`config.mk`:
```
export PLATFORM = sky130hd
export DESIGN_NAME = id_ex_stage_flat
export DESIGN_NICKNAME = d
export VERILOG_FILES = /design/src/rtl/id_ex_stage_if.sv /design/src/rtl/id_ex_stage.sv /design/src/flat_wrapper.sv
export SDC_FILE = /design/constraint.sdc
export NUM_CORES = 1
export LEC_CHECK = 0
export CORE_AREA = 2 2 120 122
export CTS_CLUSTER_DIAMETER = 50
export CTS_CLUSTER_SIZE = 25
export DETAILED_ROUTE_END_ITERATION = 12
export DIE_AREA = 0 0 122 124
export GPL_ROUTABILITY_DRIVEN = 0
export GPL_TIMING_DRIVEN = 1
export PLACE_DENSITY = 0.78
export SLEW_MARGIN = 0
export SYNTH_ARGS = -nofsm -noshare
export SYNTH_HDL_FRONTEND = slang
export SYNTH_SLANG_ARGS = --single-unit
```
`constraint.sdc`:
```
create_clock -name clk -period 2.2 [get_ports clk]
set_input_delay 0.44 -clock clk [delete_from_list [all_inputs] [get_ports clk]]
set_output_delay 0.44 -clock clk [all_outputs]
set_load 0.01 [all_outputs]
```
`src/rtl/id_ex_stage_if.sv`:
```
// id_ex_stage_if: groups the decode-side inputs, the flush request and the
// registered execute-side outputs of the ID/EX pipeline register.
//   master modport: drives id_* and ex_flush, observes ex_* and stall
//   slave  modport: the ID/EX stage itself
interface id_ex_stage_if #(
  parameter int unsigned XLEN = 32
);
  // decode side
  logic            id_valid;
  logic [XLEN-1:0] id_pc;
  logic [XLEN-1:0] id_data1;
  logic [XLEN-1:0] id_data2;
  logic [XLEN-1:0] id_imm;
  logic [4:0]      id_rs1;
  logic [4:0]      id_rs2;
  logic [4:0]      id_rd;
  logic            id_use_rs1;
  logic            id_use_rs2;
  logic            id_regWEn;
  logic            id_memRead;
  logic            id_memWrite;
  logic            id_aluSrc;
  logic [3:0]      id_aluOp;
  logic [1:0]      id_wbSel;
  // flush request from execute
  logic            ex_flush;
  // execute side
  logic            ex_valid;
  logic [XLEN-1:0] ex_pc;
  logic [XLEN-1:0] ex_data1;
  logic [XLEN-1:0] ex_data2;
  logic [XLEN-1:0] ex_imm;
  logic [4:0]      ex_rs1;
  logic [4:0]      ex_rs2;
  logic [4:0]      ex_rd;
  logic            ex_regWEn;
  logic            ex_memRead;
  logic            ex_memWrite;
  logic            ex_aluSrc;
  logic [3:0]      ex_aluOp;
  logic [1:0]      ex_wbSel;
  // hazard stall to fetch/decode
  logic            stall;

  modport master (
    output id_valid, id_pc, id_data1, id_data2, id_imm, id_rs1, id_rs2, id_rd,
           id_use_rs1, id_use_rs2, id_regWEn, id_memRead, id_memWrite,
           id_aluSrc, id_aluOp, id_wbSel, ex_flush,
    input  ex_valid, ex_pc, ex_data1, ex_data2, ex_imm, ex_rs1, ex_rs2, ex_rd,
           ex_regWEn, ex_memRead, ex_memWrite, ex_aluSrc, ex_aluOp, ex_wbSel,
           stall
  );

  modport slave (
    input  id_valid, id_pc, id_data1, id_data2, id_imm, id_rs1, id_rs2, id_rd,
           id_use_rs1, id_use_rs2, id_regWEn, id_memRead, id_memWrite,
           id_aluSrc, id_aluOp, id_wbSel, ex_flush,
    output ex_valid, ex_pc, ex_data1, ex_data2, ex_imm, ex_rs1, ex_rs2, ex_rd,
           ex_regWEn, ex_memRead, ex_memWrite, ex_aluSrc, ex_aluOp, ex_wbSel,
           stall
  );
endinterface

```
`src/rtl/id_ex_stage.sv`:
```
// id_ex_stage: ID/EX pipeline register with load-use hazard detection and
// branch/jump flush handling.
//   clk       : clock, all state on posedge
//   rst       : synchronous active-high reset (loads a bubble)
//   bus       : id_ex_stage_if.slave (id_* in, ex_flush in, ex_* out, stall out)
//   stall_cnt : cycles with stall asserted  (only with PERF_CNT_EN)
//   flush_cnt : cycles with ex_flush asserted (only with PERF_CNT_EN)
// Optional feature macro: PERF_CNT_EN (performance counters).
module id_ex_stage #(
  parameter int unsigned XLEN = 32
) (
  input  logic               clk,
  input  logic               rst,
  id_ex_stage_if.slave       bus
`ifdef PERF_CNT_EN
  ,
  output logic [31:0]        stall_cnt,
  output logic [31:0]        flush_cnt
`endif
);

  logic            valid_q,    valid_d;
  logic [XLEN-1:0] pc_q,       pc_d;
  logic [XLEN-1:0] data1_q,    data1_d;
  logic [XLEN-1:0] data2_q,    data2_d;
  logic [XLEN-1:0] imm_q,      imm_d;
  logic [4:0]      rs1_q,      rs1_d;
  logic [4:0]      rs2_q,      rs2_d;
  logic [4:0]      rd_q,       rd_d;
  logic            regWEn_q,   regWEn_d;
  logic            memRead_q,  memRead_d;
  logic            memWrite_q, memWrite_d;
  logic            aluSrc_q,   aluSrc_d;
  logic [3:0]      aluOp_q,    aluOp_d;
  logic [1:0]      wbSel_q,    wbSel_d;

  logic load_use;
  logic capture;

  // x0 is never a real destination, so a load into it cannot cause a hazard.
  always_comb begin
    load_use = valid_q & memRead_q & (rd_q != 5'd0) & bus.id_valid &
               ((bus.id_use_rs1 & (bus.id_rs1 == rd_q)) |
                (bus.id_use_rs2 & (bus.id_rs2 == rd_q)));
  end

  // A flush discards the decode slot anyway, so there is nothing to hold.
  assign bus.stall = load_use & ~bus.ex_flush;
  assign capture   = ~bus.ex_flush & ~load_use;

  // Default is a bubble; id_valid=0 is passed through with its control bits.
  always_comb begin
    valid_d    = 1'b0;
    pc_d       = '0;
    data1_d    = '0;
    data2_d    = '0;
    imm_d      = '0;
    rs1_d      = '0;
    rs2_d      = '0;
    rd_d       = '0;
    regWEn_d   = 1'b0;
    memRead_d  = 1'b0;
    memWrite_d = 1'b0;
    aluSrc_d   = 1'b0;
    aluOp_d    = '0;
    wbSel_d    = '0;
    if (capture) begin
      valid_d    = bus.id_valid;
      pc_d       = bus.id_pc;
      data1_d    = bus.id_data1;
      data2_d    = bus.id_data2;
      imm_d      = bus.id_imm;
      rs1_d      = bus.id_rs1;
      rs2_d      = bus.id_rs2;
      rd_d       = bus.id_rd;
      regWEn_d   = bus.id_regWEn;
      memRead_d  = bus.id_memRead;
      memWrite_d = bus.id_memWrite;
      aluSrc_d   = bus.id_aluSrc;
      aluOp_d    = bus.id_aluOp;
      wbSel_d    = bus.id_wbSel;
    end
  end

  always_ff @(posedge clk) begin
    if (rst) begin
      valid_q    <= 1'b0;
      pc_q       <= '0;
      data1_q    <= '0;
      data2_q    <= '0;
      imm_q      <= '0;
      rs1_q      <= '0;
      rs2_q      <= '0;
      rd_q       <= '0;
      regWEn_q   <= 1'b0;
      memRead_q  <= 1'b0;
      memWrite_q <= 1'b0;
      aluSrc_q   <= 1'b0;
      aluOp_q    <= '0;
      wbSel_q    <= '0;
    end else begin
      valid_q    <= valid_d;
      pc_q       <= pc_d;
      data1_q    <= data1_d;
      data2_q    <= data2_d;
      imm_q      <= imm_d;
      rs1_q      <= rs1_d;
      rs2_q      <= rs2_d;
      rd_q       <= rd_d;
      regWEn_q   <= regWEn_d;
      memRead_q  <= memRead_d;
      memWrite_q <= memWrite_d;
      aluSrc_q   <= aluSrc_d;
      aluOp_q    <= aluOp_d;
      wbSel_q    <= wbSel_d;
    end
  end

  assign bus.ex_valid    = valid_q;
  assign bus.ex_pc       = pc_q;
  assign bus.ex_data1    = data1_q;
  assign bus.ex_data2    = data2_q;
  assign bus.ex_imm      = imm_q;
  assign bus.ex_rs1      = rs1_q;
  assign bus.ex_rs2      = rs2_q;
  assign bus.ex_rd       = rd_q;
  assign bus.ex_regWEn   = regWEn_q;
  assign bus.ex_memRead  = memRead_q;
  assign bus.ex_memWrite = memWrite_q;
  assign bus.ex_aluSrc   = aluSrc_q;
  assign bus.ex_aluOp    = aluOp_q;
  assign bus.ex_wbSel    = wbSel_q;

`ifdef PERF_CNT_EN
  logic [31:0] stall_cnt_q, stall_cnt_d;
  logic [31:0] flush_cnt_q, flush_cnt_d;

  // Counters wrap naturally at 2^32.
  always_comb begin
    stall_cnt_d = stall_cnt_q + {31'd0, bus.stall};
    flush_cnt_d = flush_cnt_q + {31'd0, bus.ex_flush};
  end

  always_ff @(posedge clk) begin
    if (rst) begin
      stall_cnt_q <= '0;
      flush_cnt_q <= '0;
    end else begin
      stall_cnt_q <= stall_cnt_d;
      flush_cnt_q <= flush_cnt_d;
    end
  end

  assign stall_cnt = stall_cnt_q;
  assign flush_cnt = flush_cnt_q;
`endif

endmodule
```
`src/flat_wrapper.sv`:
```
// flat-port wrapper written by rule: the top's interface ports become plain ports
module id_ex_stage_flat 
#(
  parameter int unsigned XLEN = 32
)
  (clk, rst, bus_id_valid, bus_id_pc, bus_id_data1, bus_id_data2, bus_id_imm, bus_id_rs1, bus_id_rs2, bus_id_rd, bus_id_use_rs1, bus_id_use_rs2, bus_id_regWEn, bus_id_memRead, bus_id_memWrite, bus_id_aluSrc, bus_id_aluOp, bus_id_wbSel, bus_ex_flush, bus_ex_valid, bus_ex_pc, bus_ex_data1, bus_ex_data2, bus_ex_imm, bus_ex_rs1, bus_ex_rs2, bus_ex_rd, bus_ex_regWEn, bus_ex_memRead, bus_ex_memWrite, bus_ex_aluSrc, bus_ex_aluOp, bus_ex_wbSel, bus_stall);
  id_ex_stage_if #(.XLEN(XLEN)) bus_i ();
  input  logic clk;
  input  logic rst;
  input wire logic [$bits(bus_i.id_valid)-1:0] bus_id_valid;
  input wire logic [$bits(bus_i.id_pc)-1:0] bus_id_pc;
  input wire logic [$bits(bus_i.id_data1)-1:0] bus_id_data1;
  input wire logic [$bits(bus_i.id_data2)-1:0] bus_id_data2;
  input wire logic [$bits(bus_i.id_imm)-1:0] bus_id_imm;
  input wire logic [$bits(bus_i.id_rs1)-1:0] bus_id_rs1;
  input wire logic [$bits(bus_i.id_rs2)-1:0] bus_id_rs2;
  input wire logic [$bits(bus_i.id_rd)-1:0] bus_id_rd;
  input wire logic [$bits(bus_i.id_use_rs1)-1:0] bus_id_use_rs1;
  input wire logic [$bits(bus_i.id_use_rs2)-1:0] bus_id_use_rs2;
  input wire logic [$bits(bus_i.id_regWEn)-1:0] bus_id_regWEn;
  input wire logic [$bits(bus_i.id_memRead)-1:0] bus_id_memRead;
  input wire logic [$bits(bus_i.id_memWrite)-1:0] bus_id_memWrite;
  input wire logic [$bits(bus_i.id_aluSrc)-1:0] bus_id_aluSrc;
  input wire logic [$bits(bus_i.id_aluOp)-1:0] bus_id_aluOp;
  input wire logic [$bits(bus_i.id_wbSel)-1:0] bus_id_wbSel;
  input wire logic [$bits(bus_i.ex_flush)-1:0] bus_ex_flush;
  output wire logic [$bits(bus_i.ex_valid)-1:0] bus_ex_valid;
  output wire logic [$bits(bus_i.ex_pc)-1:0] bus_ex_pc;
  output wire logic [$bits(bus_i.ex_data1)-1:0] bus_ex_data1;
  output wire logic [$bits(bus_i.ex_data2)-1:0] bus_ex_data2;
  output wire logic [$bits(bus_i.ex_imm)-1:0] bus_ex_imm;
  output wire logic [$bits(bus_i.ex_rs1)-1:0] bus_ex_rs1;
  output wire logic [$bits(bus_i.ex_rs2)-1:0] bus_ex_rs2;
  output wire logic [$bits(bus_i.ex_rd)-1:0] bus_ex_rd;
  output wire logic [$bits(bus_i.ex_regWEn)-1:0] bus_ex_regWEn;
  output wire logic [$bits(bus_i.ex_memRead)-1:0] bus_ex_memRead;
  output wire logic [$bits(bus_i.ex_memWrite)-1:0] bus_ex_memWrite;
  output wire logic [$bits(bus_i.ex_aluSrc)-1:0] bus_ex_aluSrc;
  output wire logic [$bits(bus_i.ex_aluOp)-1:0] bus_ex_aluOp;
  output wire logic [$bits(bus_i.ex_wbSel)-1:0] bus_ex_wbSel;
  output wire logic [$bits(bus_i.stall)-1:0] bus_stall;
  assign bus_i.id_valid = bus_id_valid;
  assign bus_i.id_pc = bus_id_pc;
  assign bus_i.id_data1 = bus_id_data1;
  assign bus_i.id_data2 = bus_id_data2;
  assign bus_i.id_imm = bus_id_imm;
  assign bus_i.id_rs1 = bus_id_rs1;
  assign bus_i.id_rs2 = bus_id_rs2;
  assign bus_i.id_rd = bus_id_rd;
  assign bus_i.id_use_rs1 = bus_id_use_rs1;
  assign bus_i.id_use_rs2 = bus_id_use_rs2;
  assign bus_i.id_regWEn = bus_id_regWEn;
  assign bus_i.id_memRead = bus_id_memRead;
  assign bus_i.id_memWrite = bus_id_memWrite;
  assign bus_i.id_aluSrc = bus_id_aluSrc;
  assign bus_i.id_aluOp = bus_id_aluOp;
  assign bus_i.id_wbSel = bus_id_wbSel;
  assign bus_i.ex_flush = bus_ex_flush;
  assign bus_ex_valid = bus_i.ex_valid;
  assign bus_ex_pc = bus_i.ex_pc;
  assign bus_ex_data1 = bus_i.ex_data1;
  assign bus_ex_data2 = bus_i.ex_data2;
  assign bus_ex_imm = bus_i.ex_imm;
  assign bus_ex_rs1 = bus_i.ex_rs1;
  assign bus_ex_rs2 = bus_i.ex_rs2;
  assign bus_ex_rd = bus_i.ex_rd;
  assign bus_ex_regWEn = bus_i.ex_regWEn;
  assign bus_ex_memRead = bus_i.ex_memRead;
  assign bus_ex_memWrite = bus_i.ex_memWrite;
  assign bus_ex_aluSrc = bus_i.ex_aluSrc;
  assign bus_ex_aluOp = bus_i.ex_aluOp;
  assign bus_ex_wbSel = bus_i.ex_wbSel;
  assign bus_stall = bus_i.stall;
  id_ex_stage #(.XLEN(XLEN)) u_core (.clk(clk), .rst(rst), .bus(bus_i));
endmodule
```
==> flow_summary.json <==
{
  "period_share_pct": 96.8,
  "wl_um": 16100,
  "crit_path_end": "bus_stall",
  "cts_buffers": 17,
  "grt_use_total_pct": 20.1,
  "path_class": "flop to primary output",
  "seq_area_frac_synth_pct": 61.4,
  "holdWs_ns": 0.325,
  "drcViolationCount": 0,
  "clk_pin_slew_worst_paths_ns": 0.05,
  "syn_area_um2": 5020,
  "fillers": 1040,
  "rsz0062_at_grt": "yes",
  "period_needed_ns": 2.13,
  "via_per_inst": 4.93,
  "maxCapViolCount": 0,
  "power_density_nw_per_um2": 748,
  "yosys.area.top_type": "dfxtp_1",
  "start_util_pct": 36.6,
  "r2r-start": "u_core.bus.ex_rd[3]",
  "die_y_um": 124,
  "dp_hpwl_um": 11300,
  "synth_cell_types": 16,
  "ctsHtreeMaxLevel": 4,
  "cp.buffers_inverters": 1,
  "final_hold_viol_count": 0,
  "drv_slew": 0,
  "first_pass_iters": 5,
  "skew_ns": 0.00957,
  "critPathMaxFanout": 4,
  "synthToLayoutAreaGrowth_pct": 79.5,
  "synth_warnings": 0,
  "synth.most_common_cell": "dfxtp_1",
  "grt-ovfl-total": 0,
  "critPathMaxStageDelay_ns": 0.37,
  "crit_path_end_kind": "primary output",
  "cp_cell_sequence": "xnor2_2 > nand4_1 > o22a_4 > nor3_2 > buf_2",
  "num_rows": 43,
  "antenna_left": 0,
  "insertion_delay_ns": 0.41,
  "startpoint_type": "flop",
  "drive_gt1_share_pct": 8.47,
  "slew-limit-headroom_pct": 49.7,
  "grt_pass1_vias": 4396,
  "yosys.area.top_type_share_pct": 61.4,
  "hp-class": "input port to flop",
  "ff2ff_path_depth": 8,
  "dieArea_um2": 15100,
  "synth_nets": 550,
  "num_vias": 4382,
  "final_net_count": 856,
  "cts-root-buf": "clkbuf_16",
  "ys_top_cells_by_count": "dfxtp_1, o211a_1, clkbuf_1",
  "ioPinCount": 314,
  "fmax_ghz": 0.469,
  "finalSetupViolCount": 0,
  "place.port_buffers": 313,
  "max-vdd-ir-drop_mv": 0.466,
  "clock_sinks": 154,
  "synthCells": 391,
  "worst_pin_slew_ns": 0.754,
  "wl_per_cell_um": 18.1,
  "power_w": 0.00674,
  "core_area_um2": 13700,
  "crit_required_ns": 1.76,
  "grt_pass1_wl_um": 23200,
  "grt_max_degree": 79,
  "total_leakage_power_nw": 4.36,
  "r2r-end": "u_core.bus.ex_pc[30]",
  "startpoint": "u_core.bus.ex_rd[0]",
  "cp_slowest_cell": "dfxtp_4",
  "tritoncts": "done",
  "reg2reg_slack_ns": 0.12,
  "die_x_um": 122,
  "path_depth": 5,
  "synth_top_cells_by_area": "dfxtp_1, o211a_1, clkbuf_1",
  "status": "completed",
  "crit_arrival_ns": 1.69,
  "dr.first_iter.drc_count": 175,
  "antenna_found_initial": 1,
  "crit_family": "flip-flops",
  "synth_seq_cells": 154,
  "synth_flop_cell": "dfxtp_1",
  "syn_avg_cell_area_um2": 12.8,
  "cts.path.max_buffers": 2,
  "synth-edff-count": 0,
  "synthArstFlopShare_pct": 0
}
-- placed cells by master, fill, tap and decap left out --
cell	instances
nor2_1	1
dlygate4sd2_1	8
clkinv_4	2
xnor2_1	7
nand4_1	2
nor2_4	1
clkbuf_16	17
xnor2_2	3
o22ai_1	1
bufinv_16	4
nand3_1	1
nand2_1	13
dlymetal6s2s_1	1
dfxtp_2	3
buf_8	1
nor3_2	1
a21oi_1	12
o22a_4	1
clkdlybuf4s50_1	303
nor3_1	1
diode_2	1
dfxtp_1	150
clkbuf_1	5
buf_4	16
clkinv_2	1
buf_12	4
o211a_1	143
clkbuf_8	1
inv_4	1
buf_6	2
buf_2	1
dfxtp_4	1
-- sequential cells by signal, summed over array words and instances, names as in the netlist --
register	count
u_core.bus.ex_rs2	5
u_core.bus.ex_wbSel	2
u_core.bus.ex_memWrite	1
u_core.bus.ex_rs1	5
u_core.bus.ex_imm	32
u_core.bus.ex_data1	32
u_core.bus.ex_valid	1
u_core.bus.ex_aluSrc	1
u_core.bus.ex_rd	5
u_core.bus.ex_aluOp	4
u_core.bus.ex_data2	32
u_core.bus.ex_memRead	1
u_core.bus.ex_pc	32
u_core.bus.ex_regWEn	1
-- power by group --
| group | switching [W] | leakage [nW] | internal [W] |
|---|---|---|---|
| logic | 0.000275 | 2.80 | 0.000537 |
| registers | 0.0000363 | 1.27 | 0.00290 |
| clock network | 0.00107 | 0.291 | 0.00192 |
-- cells by family (layout without fill, tap and decap cells) --
logic type | count (synthesis) | after routing | synth area share [%]
AOI/OAI and AO/OA | 157 | 157 | 30.0
xor gates and xnor gates | 10 | 10 | 1.75
buffers and inverters | 50 | 367 | 5.11
DFF | 154 | 154 | 61.4
other | 0 | 1 | 0
and+or+nand+nor | 20 | 20 | 1.67
-- what timing repair did --
item	4_1_cts	5_1_grt
hold buffers	0	0
pin swaps	4	3
gates resized for setup	23	4
setup buffers	0	2
cloned	0	0
setup endpoints to repair	68	68
-- final cells by class --
cell class                 count  area (µm²)  share of cell area (%)
clock inverter                 7         143                    1.58
sequential                   154        3090                    34.3
inverter                       1        6.26                  0.0695
clock buffer                  23         458                    5.09
tap                          180         225                    2.50
multi-input combinational    187        1720                    19.1
timing repair buffer         336        3360                    37.3
antenna                        1        2.50                  0.0278
-- per-layer routing --
metal | up-vias | global-route usage, % | share of wire (%)
met5 | - | 0 | 0
met4 | 0 | 8.05 | 1.7
met3 | 22 | 8.79 | 11
met2 | 217 | 36.0 | 51
met1 | 2085 | 20.6 | 36
li1 | 2058 | - | -
-- worst min path at each step --
stage                        startpoint                   end  slack, ns  cells after the start
floorplan                 bus_id_rs1[0]  u_core.bus.ex_rs1[0]       0.56                      2
finish                    bus_id_rs2[1]  u_core.bus.ex_rs2[1]       0.33                      3
detailed placement  u_core.bus.ex_valid  u_core.bus.ex_rs1[2]       0.91                      5
global route              bus_id_rs2[1]  u_core.bus.ex_rs2[1]       0.32                      3
global placement    u_core.bus.ex_valid  u_core.bus.ex_rs1[1]       0.88                      5
CTS                       bus_id_rs2[2]  u_core.bus.ex_rs2[2]       0.40                      3
-- worst reg2reg max path, delay by kind of cell (launching register included) --
family                 cells  cell delay [ns]
and+or+nand+nor            1             0.25
DFF                        1             0.34
AOI/OAI and AO/OA          2             0.32
buffers and inverters      5             1.11
-- per-stage QoR --
step	utilization, %	instance area (µm²)	TNS, ns	worst slack (ns)	instances
floorplan	-	5020	0	0.262	391
detailed placement	60.9	8350	-51.01	-0.626	856
CTS	65.4	8970	0	0.000597	886
finish	65.6	9000	0	0.0701	889
global placement	60.9	8350	-47.67	-0.640	856
global route	65.6	9000	-0.0107	-0.0107	889
Power figures use the tool's default switching activity.
